File: config.mk
export PLATFORM = sky130hd
export DESIGN_NAME = serial_frame_tx
export DESIGN_NICKNAME = d
export VERILOG_FILES = /design/src/rtl/serial_tx_pkg.sv /design/src/rtl/serial_frame_tx_bit_timer.sv /design/src/rtl/serial_frame_tx.sv
export SDC_FILE = /design/constraint.sdc
export NUM_CORES = 1
export LEC_CHECK = 0
export CORE_ASPECT_RATIO = 0.5
export CORE_MARGIN = 4
export CORE_UTILIZATION = 50
export DETAILED_ROUTE_END_ITERATION = 7
export GPL_TIMING_DRIVEN = 0
export PLACE_DENSITY = 0.74
export SLEW_MARGIN = 25
export SYNTH_ARGS = -nofsm -noshare
export SYNTH_HDL_FRONTEND = slang
export SYNTH_SLANG_ARGS = --single-unit
File: constraint.sdc
create_clock -name clk -period 4.8 [get_ports clk]
set_clock_uncertainty 0.1 [all_clocks]
set_input_delay 0.96 -clock clk [delete_from_list [all_inputs] [get_ports clk]]
set_output_delay 0.96 -clock clk [all_outputs]
set_load 0.005 [all_outputs]
File: src/rtl/serial_tx_pkg.sv
`default_nettype none
// +----------------------------------------------------------------------+
// | Package : serial_tx_pkg                                              |
// | Desc    : State encodings, line levels and width helper for the      |
// |           serial_frame_tx block.                                     |
// | Rev     : 1.0  initial release                                       |
// +----------------------------------------------------------------------+
package serial_tx_pkg;

  localparam int STATE_W = 3;

  localparam logic [STATE_W-1:0] S_IDLE   = 3'd0;
  localparam logic [STATE_W-1:0] S_START  = 3'd1;
  localparam logic [STATE_W-1:0] S_DATA   = 3'd2;
  localparam logic [STATE_W-1:0] S_PARITY = 3'd3;
  localparam logic [STATE_W-1:0] S_STOP   = 3'd4;

  localparam logic START_BIT  = 1'b0;
  localparam logic STOP_BIT   = 1'b1;
  localparam logic IDLE_LEVEL = 1'b1;

  // A count range of 1 still needs a 1-bit register.
  function automatic int cnt_width(input int n);
    return (n > 1) ? $clog2(n) : 1;
  endfunction

endpackage
`default_nettype wire

File: src/rtl/serial_frame_tx_bit_timer.sv
`default_nettype none
// +----------------------------------------------------------------------+
// | Module  : bit_timer                                                  |
// | Desc    : Free-running bit-period counter 0..CLKS_PER_BIT-1; tick in |
// |           the last clock of each bit, held at zero while run=0.      |
// | Rev     : 1.0  initial release                                       |
// +----------------------------------------------------------------------+
module bit_timer
  import serial_tx_pkg::*;
#(
  parameter int CLKS_PER_BIT = 4
) (
  input  logic clk,
  input  logic rst_n,
  input  logic run,
  output logic tick,
  output logic tick_next
);

  localparam int                CNT_W = cnt_width(CLKS_PER_BIT);
  localparam logic [CNT_W-1:0]  LAST  = CNT_W'(CLKS_PER_BIT - 1);

  logic [CNT_W-1:0] cnt_q;
  logic [CNT_W-1:0] cnt_d;

  always_comb begin
    cnt_d = '0;
    if (run && (cnt_q != LAST)) begin
      cnt_d = cnt_q + CNT_W'(1);
    end
  end

  always_ff @(posedge clk) begin
    if (!rst_n) begin
      cnt_q <= '0;
    end else begin
      cnt_q <= cnt_d;
    end
  end

  assign tick = run && (cnt_q == LAST);

  // tick_next: the next clock is the last of a bit, assuming run stays high.
  generate
    if (CLKS_PER_BIT == 1) begin : g_single
      assign tick_next = 1'b1;
    end else begin : g_multi
      assign tick_next = run && (cnt_q == CNT_W'(CLKS_PER_BIT - 2));
    end
  endgenerate

endmodule
`default_nettype wire

File: src/rtl/serial_frame_tx.sv
`default_nettype none
// +----------------------------------------------------------------------+
// | Module  : serial_frame_tx                                            |
// | Desc    : Serialises a parallel word as start/data/[parity]/stop     |
// |           with valid/ready input and a frame_done pulse.             |
// |           Macro SERIAL_FRAME_TX_PARITY_EN adds an even parity bit.   |
// | Rev     : 1.0  initial release                                       |
// +----------------------------------------------------------------------+
module serial_frame_tx
  import serial_tx_pkg::*;
#(
  parameter int DATA_W       = 16,
  parameter int CLKS_PER_BIT = 4
) (
  input  logic              clk,
  input  logic              rst_n,
  input  logic              in_valid,
  output logic              in_ready,
  input  logic [DATA_W-1:0] in_data,
  input  logic              in_msb_first,
  output logic              ser_out,
  output logic              ser_active,
  output logic              frame_done
);

  localparam int               IDX_W    = cnt_width(DATA_W);
  localparam logic [IDX_W-1:0] LAST_IDX = IDX_W'(DATA_W - 1);

  logic [STATE_W-1:0] state_q, state_d;
  logic [DATA_W-1:0]  data_q, data_d;
  logic               msb_first_q, msb_first_d;
  logic [IDX_W-1:0]   bit_idx_q, bit_idx_d;
  logic               ser_out_q, ser_out_d;
  logic               in_ready_q, in_ready_d;
  logic               ser_active_q, ser_active_d;
  logic               frame_done_q, frame_done_d;

  logic               tick;
  logic               tick_next;
  logic               accept;
  logic [IDX_W-1:0]   sel_idx;

  assign accept = in_valid && in_ready_q;

  bit_timer #(
    .CLKS_PER_BIT (CLKS_PER_BIT)
  ) u_bit_timer (
    .clk       (clk),
    .rst_n     (rst_n),
    .run       (state_q != S_IDLE),
    .tick      (tick),
    .tick_next (tick_next)
  );

  always_ff @(posedge clk) begin
    if (!rst_n) begin
      state_q      <= S_IDLE;
      data_q       <= '0;
      msb_first_q  <= 1'b0;
      bit_idx_q    <= '0;
      ser_out_q    <= IDLE_LEVEL;
      in_ready_q   <= 1'b1;
      ser_active_q <= 1'b0;
      frame_done_q <= 1'b0;
    end else begin
      state_q      <= state_d;
      data_q       <= data_d;
      msb_first_q  <= msb_first_d;
      bit_idx_q    <= bit_idx_d;
      ser_out_q    <= ser_out_d;
      in_ready_q   <= in_ready_d;
      ser_active_q <= ser_active_d;
      frame_done_q <= frame_done_d;
    end
  end

  always_comb begin
    state_d     = state_q;
    data_d      = data_q;
    msb_first_d = msb_first_q;
    bit_idx_d   = bit_idx_q;
    case (state_q)
      S_IDLE: begin
        if (accept) begin
          state_d     = S_START;
          data_d      = in_data;
          msb_first_d = in_msb_first;
        end
      end
      S_START: begin
        if (tick) state_d = S_DATA;
      end
      S_DATA: begin
        if (tick) begin
          if (bit_idx_q == LAST_IDX) begin
            bit_idx_d = '0;
`ifdef SERIAL_FRAME_TX_PARITY_EN
            state_d   = S_PARITY;
`else
            state_d   = S_STOP;
`endif
          end else begin
            bit_idx_d = bit_idx_q + IDX_W'(1);
          end
        end
      end
`ifdef SERIAL_FRAME_TX_PARITY_EN
      S_PARITY: begin
        if (tick) state_d = S_STOP;
      end
`endif
      S_STOP: begin
        if (tick) state_d = S_IDLE;
      end
      default: begin
        state_d   = S_IDLE;
        bit_idx_d = '0;
      end
    endcase
  end

  // Outputs are computed from next-state values so the registered line
  // switches exactly on bit boundaries with no extra cycle of latency.
  assign sel_idx = msb_first_d ? (LAST_IDX - bit_idx_d) : bit_idx_d;

  always_comb begin
    ser_out_d    = IDLE_LEVEL;
    in_ready_d   = (state_d == S_IDLE);
    ser_active_d = (state_d != S_IDLE);
    frame_done_d = (state_d == S_STOP) && tick_next;
    case (state_d)
      S_START:  ser_out_d = START_BIT;
      S_DATA:   ser_out_d = data_d[sel_idx];
`ifdef SERIAL_FRAME_TX_PARITY_EN
      S_PARITY: ser_out_d = ^data_d;
`endif
      S_STOP:   ser_out_d = STOP_BIT;
      default:  ser_out_d = IDLE_LEVEL;
    endcase
  end

  assign in_ready   = in_ready_q;
  assign ser_out    = ser_out_q;
  assign ser_active = ser_active_q;
  assign frame_done = frame_done_q;

endmodule
`default_nettype wire

## After elaboration in Yosys (flattened, before gate mapping)

Cells that the tools add are included.

| cells by class | value |
|---|---|
| add/sub/neg operators | 3 |
| $mul | 0 |
| div/mod/pow operators | 0 |
| order comparisons | 1 |
| equality and inequality tests | 10 |
| shift operators | 0 |
| mux-type cells | 17 |
| bitwise gates (word level) | 0 |
| reduce and logical (&&, ||, !) cells | 11 |

Operators by type and width:

| kind | number |
|---|---|
| $mux 16 | 2 |
| $mux 3 | 5 |
| $mux 4 | 3 |
| $pmux 3 s4 | 1 |
| $pmux 4 s2 | 1 |
| $eq 3x1->1 const B | 2 |
| $eq 3x2->1 const B | 2 |
| $eq 3x3->1 const B | 2 |
| $logic_not 3->1 | 2 |
| $reduce_bool 3->1 | 2 |
| $logic_and 1x1->1 | 5 |
| $lt 4x5->1 const B | 1 |
| $add 4x1->4 const B | 1 |
| $bmux 1 s4 | 1 |
| $eq 2x2->1 const B | 2 |
| $eq 4x4->1 const B | 1 |
| $sub 4x4->4 const A | 1 |
| $mux 1 | 3 |
| $reduce_or 3->1 | 1 |
| $add 2x1->2 const B | 1 |
| $ne 2x2->1 const B | 1 |
| $pmux 1 s2 | 1 |
| $reduce_and 2->1 | 1 |

| word-level totals | value |
|---|---|
| register bits | 30 |
| latch bits | 0 |
| bits in writable memories | 0 |
| ROM bits | 0 |
| input bits | 20 |
| output and inout bits | 4 |
| logic and storage cells | 51 |
| memories kept | 0 |

## Longest topological paths before layout

Gate-level depths: netlist of run 1.

| logic depth | value |
|---|---|
| word-level depth | 9 |
| depth in mapped cells | 10 |
| depth with buffers taken out | 9 |

## Modules after synthesis

A second synthesis of run 1 with hierarchy kept.

| unflattened totals | value |
|---|---|
| cells, all modules | 189 |
| area total of the unflattened synthesis | 1655.3 um^2 |

By module, submodules not included:

| module | times used | cells each | area an instance (um^2) | sequential area each (um^2) |
|---|---|---|---|---|
| serial_frame_tx | 1 | 180 | 1547.7 | 560.5 |
| bit_timer | 1 | 9 | 107.6 | 40.0 |

## Worst setup path after synthesis of run 1

No wires, ideal clock.

| path | value |
|---|---|
| path kind | input -> register |
| start | in in_valid |
| end | reg ser_out_q (netlist: ser_out) |
| library setup time | 0.122 ns |
| data arrival time | 2.431 ns |
| required time | 4.578 ns |
| path slack | 2.146 ns |
| stages on the path | 8 |
| cells stage by stage | nand2_1 o21ai_2 a211o_2 nand2_4 mux2i_1 mux2i_1 o21a_1 a311o_1 |

| on the way | value |
|---|---|
| word-level cells in the longest chain between the ends | 7 |
| elaborated cells between the ends (all ways) | 13 |
| those cells by class | 2 x eq/ne; 10 x mux; 1 x reduce/logical |

RTL lines:

| what | RTL line | RTL |
|---|---|---|
| start, declared | serial_frame_tx.sv:17 | `input logic in_valid,` |
| $logic_and 1x1->1 * | serial_frame_tx.sv:43 | `assign accept = in_valid && in_ready_q;` |
| $mux 1 | serial_frame_tx.sv:84 | `if (accept) begin` |
| $mux 1 | serial_frame_tx.sv:82 | `case (state_q)` |
| $mux 4 | serial_frame_tx.sv:124 | `assign sel_idx = msb_first_d ? (LAST_IDX - bit_idx_d) : bit_idx_d;` |
| $bmux 1 s4 | serial_frame_tx.sv:133 | `S_DATA: ser_out_d = data_d[sel_idx];` |
| $mux 1 (implied by the code) | serial_frame_tx.sv:133 |  |
| $pmux 1 s2 * | serial_frame_tx.sv:131 | `case (state_d)` |
| end signal, assigned | serial_frame_tx.sv:70 | `ser_out_q <= ser_out_d;` |
| end, declared | serial_frame_tx.sv:33 | `logic ser_out_q, ser_out_d;` |

Mark *: on every way between the ends. The rest lies on a longest branch, timed or not. The select of a mux whose other input is x is not followed.
A chain may end at the register's enable or synchronous reset.

## Final worst setup path of run 1

Ends and elaborated chain as after synthesis.

==> flow_summary.ini, run 1 <==
[clock_network]
cts_root_buf = clkbuf_8
clock_path_buffers = 2
cts_buffers = 5
clk-insertion-delay-late_ps = 270
path_clk_slew_ps = 60
cts_tree = yes
cts.sinks = 30
htreeDepth = 2
cts_resized = 0
cts_hold_buf = 0
cts_setup_buffers = 0

[cells_and_area]
nNetsFinal = 245
layout-drive-gt1-share = 0.104
utilization = 0.657
final_common_cell = dfxtp_1
num_antenna_cells = 0
nFillCells = 289
layout_common_cells = dfxtp_1 (30), nand2_1 (29), clkdlybuf4s50_1 (23), mux2i_1 (16), nor2_1 (11)
area_growth_pct = 22.4

[synthesis]
async_flop_share = 0
synth_fp_nets = 215
ys_ff_latch = 30
avgSynthCellArea_sq_um = 8.62
ys_seq_area_frac = 0.363
syn_inst = 192
synth_enable_flop_cells = 0
yosys_most_used_dff = dfxtp_1
yosysWarnings = 0
synth_cell_type_count = 51
syn_area_sq_um = 1650

[detailed_routing]
routed_wl_mm = 3.61
wl_per_cell_um = 13.8
drt.antenna.violating_nets = 0
drt_first_pass_iters = 4
drc = 0
drtIter0Drc = 59
top_layer_used = met4
wl_met1_mm = 1.79
wl_met3_um = 247
dr_total_vias = 1460
wl_met2_mm = 1.52
vias_per_cell = 5.59

[worst_setup_path]
path_cells = clkdlybuf4s50_1 -> nand4_1 -> a211o_2 -> nand2_4 -> mux2i_1 -> mux2i_1 -> o21a_1 -> a311o_1
cp.depth = 8
r2r-start = u_bit_timer.cnt_q[0]
worst-path-buf-inv = 1
crit_fanout = 7
crit_family = compound AO/OA/AOI/OAI gates
cpMaxStageDelayCell = clkdlybuf4s50_1
r2r_slack_ps = 2030
setup.worst_path.class = input pin to register
worstPathArrival_ps = 3080
slowest_delay_ps = 510
critPathMostFrequentCell = mux2i_1
end_kind = register
start_kind = input pin
reg2reg_depth = 10
cp_data_required_time_ps = 4860
startpoint = in_valid
r2r-end = ser_out
endpoint = ser_out

[job]
drv_cap = 0

[floorplan]
fp.dieH_um = 48.7
die_area_sq_um = 4350
fp.coreArea_sq_um = 3080
row_count = 14
initial_core_util = 0.537
io_pins = 24
fp.dieW_um = 89.3

[placement]
hpwl_mm = 2.78
port_buffers = 23
gp_congestion = 0.804

[timing]
tightest_slew_ps = 646
slew_headroom = 0.564
hold_violations = 0
rsz0062_at_grt = false
timing.final.max_slew_violations = 0
period_share = 0.630
hold_slack_ps = 342
fmaxAchievable_mhz = 330
setup_tns_ps = 0
min_period_ps = 3030
setup_viol = 0

[power_and_ir_drop]
finalPower_uw = 578
p_per_area_nw_per_um2 = 285
vdd_ir_drop_max_uv = 225
p_leak_uw = 0.000820

[worst_hold_path]
hold_path.class = register to register

[global_route]
grt_max_degree = 11
antenna_found_initial = 0
grt_pass1_wl_mm = 6.08
overflow = 0
grt_pass1_vias = 1330
track_usage = 0.179

[outcome]
outcome = finished clean
==> cell families after synthesis <==
logic type | count (synthesis) | share of synthesized area
buffers and inverters | 13 | 0.0386
flip-flops | 30 | 0.363
adder cells (fa/ha/maj) | 3 | 0.0227
XOR/XNOR | 1 | 0.00530
AO/OA/AOI/OAI | 43 | 0.191
multiplexers | 18 | 0.110
AND/OR/NAND/NOR | 84 | 0.269
==> metal layers <==
metal  GRT usage  vias to the layer above
li1            -                      743
met1       0.261                      674
met2       0.251                       37
met3      0.0576                        6
met4      0.0495                        0
met5           0                        -
==> power breakdown <==
group	internal [uW]	switching, uW	total, uW
sequential	264	5.58	269
clock	110	88.0	198
combinational	55.4	54.6	110
total	429	148	578
==> registers in the layout, summed over array words and instances (netlist names) <==
name / cells
bit_idx_q: 4
data_q: 16
frame_done: 1
in_ready: 1
msb_first_q: 1
ser_active: 1
ser_out: 1
state_q: 3
u_bit_timer.cnt_q: 2
==> synth_stat cells, types with 3 or more instances <==
cell type	instances	area share
nand3_1	6	0.018
and2_1	9	0.034
buf_2	3	0.0091
a21oi_1	5	0.015
nand3b_1	3	0.014
nand2_1	29	0.066
inv_1	6	0.014
mux2i_1	16	0.097
a21boi_0	8	0.036
nor2b_1	8	0.030
o21ai_0	3	0.0091
o22ai_1	5	0.019
nor2_1	11	0.025
ha_1	3	0.023
o21a_1	3	0.014
dfxtp_1	30	0.36
nor3_1	4	0.012
==> layout make-up <==
class                      instances  area, sq um  area share
buffer                             7         41.3      0.0204
clock buffer                       6         82.6      0.0408
inverter                           6         22.5      0.0111
multi-input combinational        149          997       0.493
sequential                        30          601       0.297
tap                               40         50.0      0.0247
timing repair buffer              23          230       0.114
==> worst register-to-register path: stages (launching register included) <==
cell,delay (ps)
dfxtp_1,350
ha_1,150
buf_2,200
and4bb_2,310
nor3b_1,330
o211ai_2,200
nand2_4,170
mux2i_1,200
mux2i_1,100
o21a_1,190
a311o_1,360
==> how the worst min path moves through the flow <==
| stage | depth (start not counted) | endpoint | startpoint | slack [ps] |
|---|---|---|---|---|
| 6_report | 1 | u_bit_timer.cnt_q[0] | u_bit_timer.cnt_q[0] | 340 |
| 5_1_grt | 2 | data_q[13] | data_q[13] | 380 |
| 4_1_cts | 1 | u_bit_timer.cnt_q[0] | u_bit_timer.cnt_q[0] | 350 |
| 3_5_place_dp | 1 | u_bit_timer.cnt_q[0] | u_bit_timer.cnt_q[0] | 340 |
| 3_3_place_gp | 1 | u_bit_timer.cnt_q[0] | u_bit_timer.cnt_q[0] | 330 |
| 2_1_floorplan | 1 | u_bit_timer.cnt_q[0] | u_bit_timer.cnt_q[0] | 320 |
==> stage by stage <==
| stage | setup WS [ps] | std cells | instance area, sq um |
|---|---|---|---|
| 2_1_floorplan | 2150 | 192 | 1650 |
| 3_3_place_gp | 1520 | 255 | 1930 |
| 3_5_place_dp | 1490 | 255 | 1930 |
| 4_1_cts | 1770 | 261 | 2020 |
| 5_1_grt | 1660 | 261 | 2020 |
| 6_report | 1770 | 261 | 2020 |
No activity file was read; power rests on OpenSTA's default activity.
==> inputs of run 2 (changes only) <==
==> constraint.sdc (replaced) <==
create_clock -name clk -period 3 [get_ports clk]
set_clock_uncertainty 0.1 [all_clocks]
set_input_delay 0.6 -clock clk [delete_from_list [all_inputs] [get_ports clk]]
set_output_delay 0.6 -clock clk [all_outputs]
set_load 0.005 [all_outputs]
==> results of run 2 <==
The final DEF is identical to that of run 1. Status: finished clean.
Among the figures that moved: setup slack after placement 1490 ps -> 52.9 ps; setup slack after layout 1770 ps -> 229 ps; start point of the critical path in_valid -> u_bit_timer.cnt_q[0]; register-to-register setup slack 2030 ps -> 230 ps; total power 578 uW -> 924 uW; worst IR drop on VDD 225 uV -> 359 uV
==> inputs of run 3 (changes only) <==
--- a/config.mk
+++ b/config.mk
@@ -14,4 +14,5 @@
 export SLEW_MARGIN = 25
 export SYNTH_ARGS = -nofsm -noshare
 export SYNTH_HDL_FRONTEND = slang
+export SYNTH_HIERARCHICAL = 1
 export SYNTH_SLANG_ARGS = --single-unit
==> flow_summary.ini, run 3 <==
[power_and_ir_drop]
p_per_area_nw_per_um2 = 444
vdd_ir_drop_max_uv = 258
p_leak_uw = 0.000824

[worst_setup_path]
start_kind = register
r2r-end = ser_out
worstPathArrival_ps = 2910
r2r_slack_ps = 140
endpoint = ser_out
setup.worst_path.class = register to register
startpoint = state_q[1]
crit_family = simple AND/OR/NAND/NOR gates
worst-path-buf-inv = 3
cpMaxStageDelayCell = mux4_2
end_kind = register
reg2reg_depth = 12
cp.depth = 12
r2r-start = state_q[1]
critPathMostFrequentCell = buf_6
slowest_delay_ps = 450
path_cells = buf_6 -> nor3_4 -> inv_2 -> and2_2 -> buf_6 -> a41o_4 -> or3_4 -> a211oi_4 -> nor2_2 -> mux4_2 -> o211ai_2 -> o311ai_1
crit_fanout = 10
cp_data_required_time_ps = 3050

[global_route]
grt_pass1_vias = 1383
overflow = 0
antenna_found_initial = 0
grt_max_degree = 11
grt_pass1_wl_mm = 6.38
track_usage = 0.189

[clock_network]
clock_path_buffers = 2
clk-insertion-delay-late_ps = 270
cts.sinks = 30
cts_tree = yes
cts_buffers = 5
cts_root_buf = clkbuf_8
path_clk_slew_ps = 60
htreeDepth = 2
cts_hold_buf = 0

[timing]
slew_headroom = 0.671
timing.final.max_slew_violations = 0
min_period_ps = 2860
fmaxAchievable_mhz = 350
period_share = 0.953
setup_tns_ps = 0
setup_ws_ps = 140
setup_viol = 0
hold_violations = 0
tightest_slew_ps = 493

[detailed_routing]
drt_first_pass_iters = 4
drt.antenna.violating_nets = 0
vias_per_cell = 5.59
wl_per_cell_um = 15.0
routed_wl_mm = 3.93
drtIter0Drc = 68
drc = 0
dr_total_vias = 1464

[cells_and_area]
layout-drive-gt1-share = 0.162
layout_common_cells = nand2_1 (37), dfxtp_1 (30), clkdlybuf4s50_1 (23), a21boi_0 (15), and2_1 (8)
regMostFlops = data_q
final_common_cell = nand2_1
largest_reg_flops = 16
final_cells = 262
nNetsFinal = 246
area_growth_pct = 26.8
num_antenna_cells = 0
reg_top3 = data_q (16), bit_idx_q (4), state_q (3)

[floorplan]
fp.coreArea_sq_um = 3080
fp.dieW_um = 89.4
row_count = 14
io_pins = 24
die_area_sq_um = 4350
initial_core_util = 0.537
fp.dieH_um = 48.7

[synthesis]
avgSynthCellArea_sq_um = 8.76
ys_ff_latch = 30
synth_common_cells = nand2_1 (37), dfxtp_1 (30), a21boi_0 (15)
ys_seq_area_frac = 0.363
syn_area_sq_um = 1660
yosys_most_used_dff = dfxtp_1
yosysWarnings = 6
synth_top_area_cell = dfxtp_1
synth.top_cell.area_share = 0.363
synth_enable_flop_cells = 0
yosys-top-cells-area = dfxtp_1 (36%), nand2_1 (8.4%), a21boi_0 (6.8%)
syn_inst = 189
async_flop_share = 0
yosysMostFrequentCell = nand2_1
synth_cell_type_count = 56
synth_fp_nets = 212

[placement]
hpwl_mm = 2.79
port_buffers = 23
place_inst = 252
pre_cts_ws_ps = -316
gp_congestion = 0.909

[outcome]
outcome = finished clean

[job]
drv_cap = 0

[worst_hold_path]
hold_path.class = register to register
-- run 3: changes by cell type after synthesis, sizes merged, moves of 3 or more --
cell / change
a21boi: +6
mux2i: -15
o22ai: -4
o21ai: +4
a211oi: +4
nor2b: -5
nand2: +6
clkbuf: +3
nor2: -5
-- run 3: area by class of cell --
| class | count | area (sq um) |
|---|---|---|
| Sequential cell | 30 | 601 |
| Timing Repair Buffer | 27 | 260 |
| Buffer | 9 | 57.6 |
| Fill cell | 274 | 983 |
| Tap cell | 40 | 50.0 |
| Inverter | 6 | 22.5 |
| Clock buffer | 6 | 82.6 |
| Multi-Input combinational cell | 144 | 1030 |
-- run 3: stage by stage --
step / instance area [sq um] / hold slack [ps] / total power, uW / utilization
after CTS: 2050 / 369 / 927 / 0.666
after detailed placement: 1940 / 360 / 610 / 0.630
after global placement: 1940 / 351 / 605 / 0.630
after floorplan: 1660 / 340 / 546 / -
final: 2100 / 365 / 932 / 0.681
after global routing: 2100 / 377 / 984 / 0.681
-- run 3: repair_timing --
item	in CTS	in global routing
pin swaps	4	2
endpoints found under the setup margin	1	1
gates resized for setup	2	7
buffers inserted	3	1
-- run 3: worst register-to-register path: stages, from the launching register on --
cell,delay [ps]
dfxtp_1,310
buf_6,130
nor3_4,150
inv_2,70
and2_2,180
buf_6,130
a41o_4,240
or3_4,370
a211oi_4,250
nor2_2,100
mux4_2,450
o211ai_2,150
o311ai_1,100
-- run 3: worst min-delay path by stage --
stage	startpoint	to	cells after the start
2_1_floorplan	data_q[10]	data_q[10]	2
3_3_place_gp	data_q[15]	data_q[15]	2
3_5_place_dp	data_q[12]	data_q[12]	2
4_1_cts	data_q[12]	data_q[12]	2
5_1_grt	data_q[12]	data_q[12]	2
6_report	data_q[13]	data_q[13]	2
-- run 3: cells by family (layout without fill, tap and decap cells) --
family	after synthesis	after routing	synth area share
xor gates and xnor gates	4	4	0.0212
buffers and inverters	15	48	0.0484
DFF	30	30	0.363
and+or+nand+nor	84	84	0.275
muxes	5	5	0.0469
AOI/OAI and AO/OA	48	48	0.223
adders and majority gates	3	3	0.0227
-- run 3: power by group --
| part | leakage, uW | total [uW] | internal (uW) | switching [uW] |
|---|---|---|---|---|
| sequential | 0.000245 | 433 | 422 | 11.6 |
| clock | 0.0000431 | 315 | 176 | 138 |
| combinational | 0.000536 | 184 | 92.0 | 91.7 |
| total | 0.000824 | 932 | 690 | 241 |
-- run 3: routing by layer --
layer	share of wire	up-vias	GRT usage
met3	0.054	5	0.0627
met1	0.46	690	0.260
met5	0	-	0
met2	0.48	34	0.285
met4	0.0056	0	0.0470
li1	-	735	-
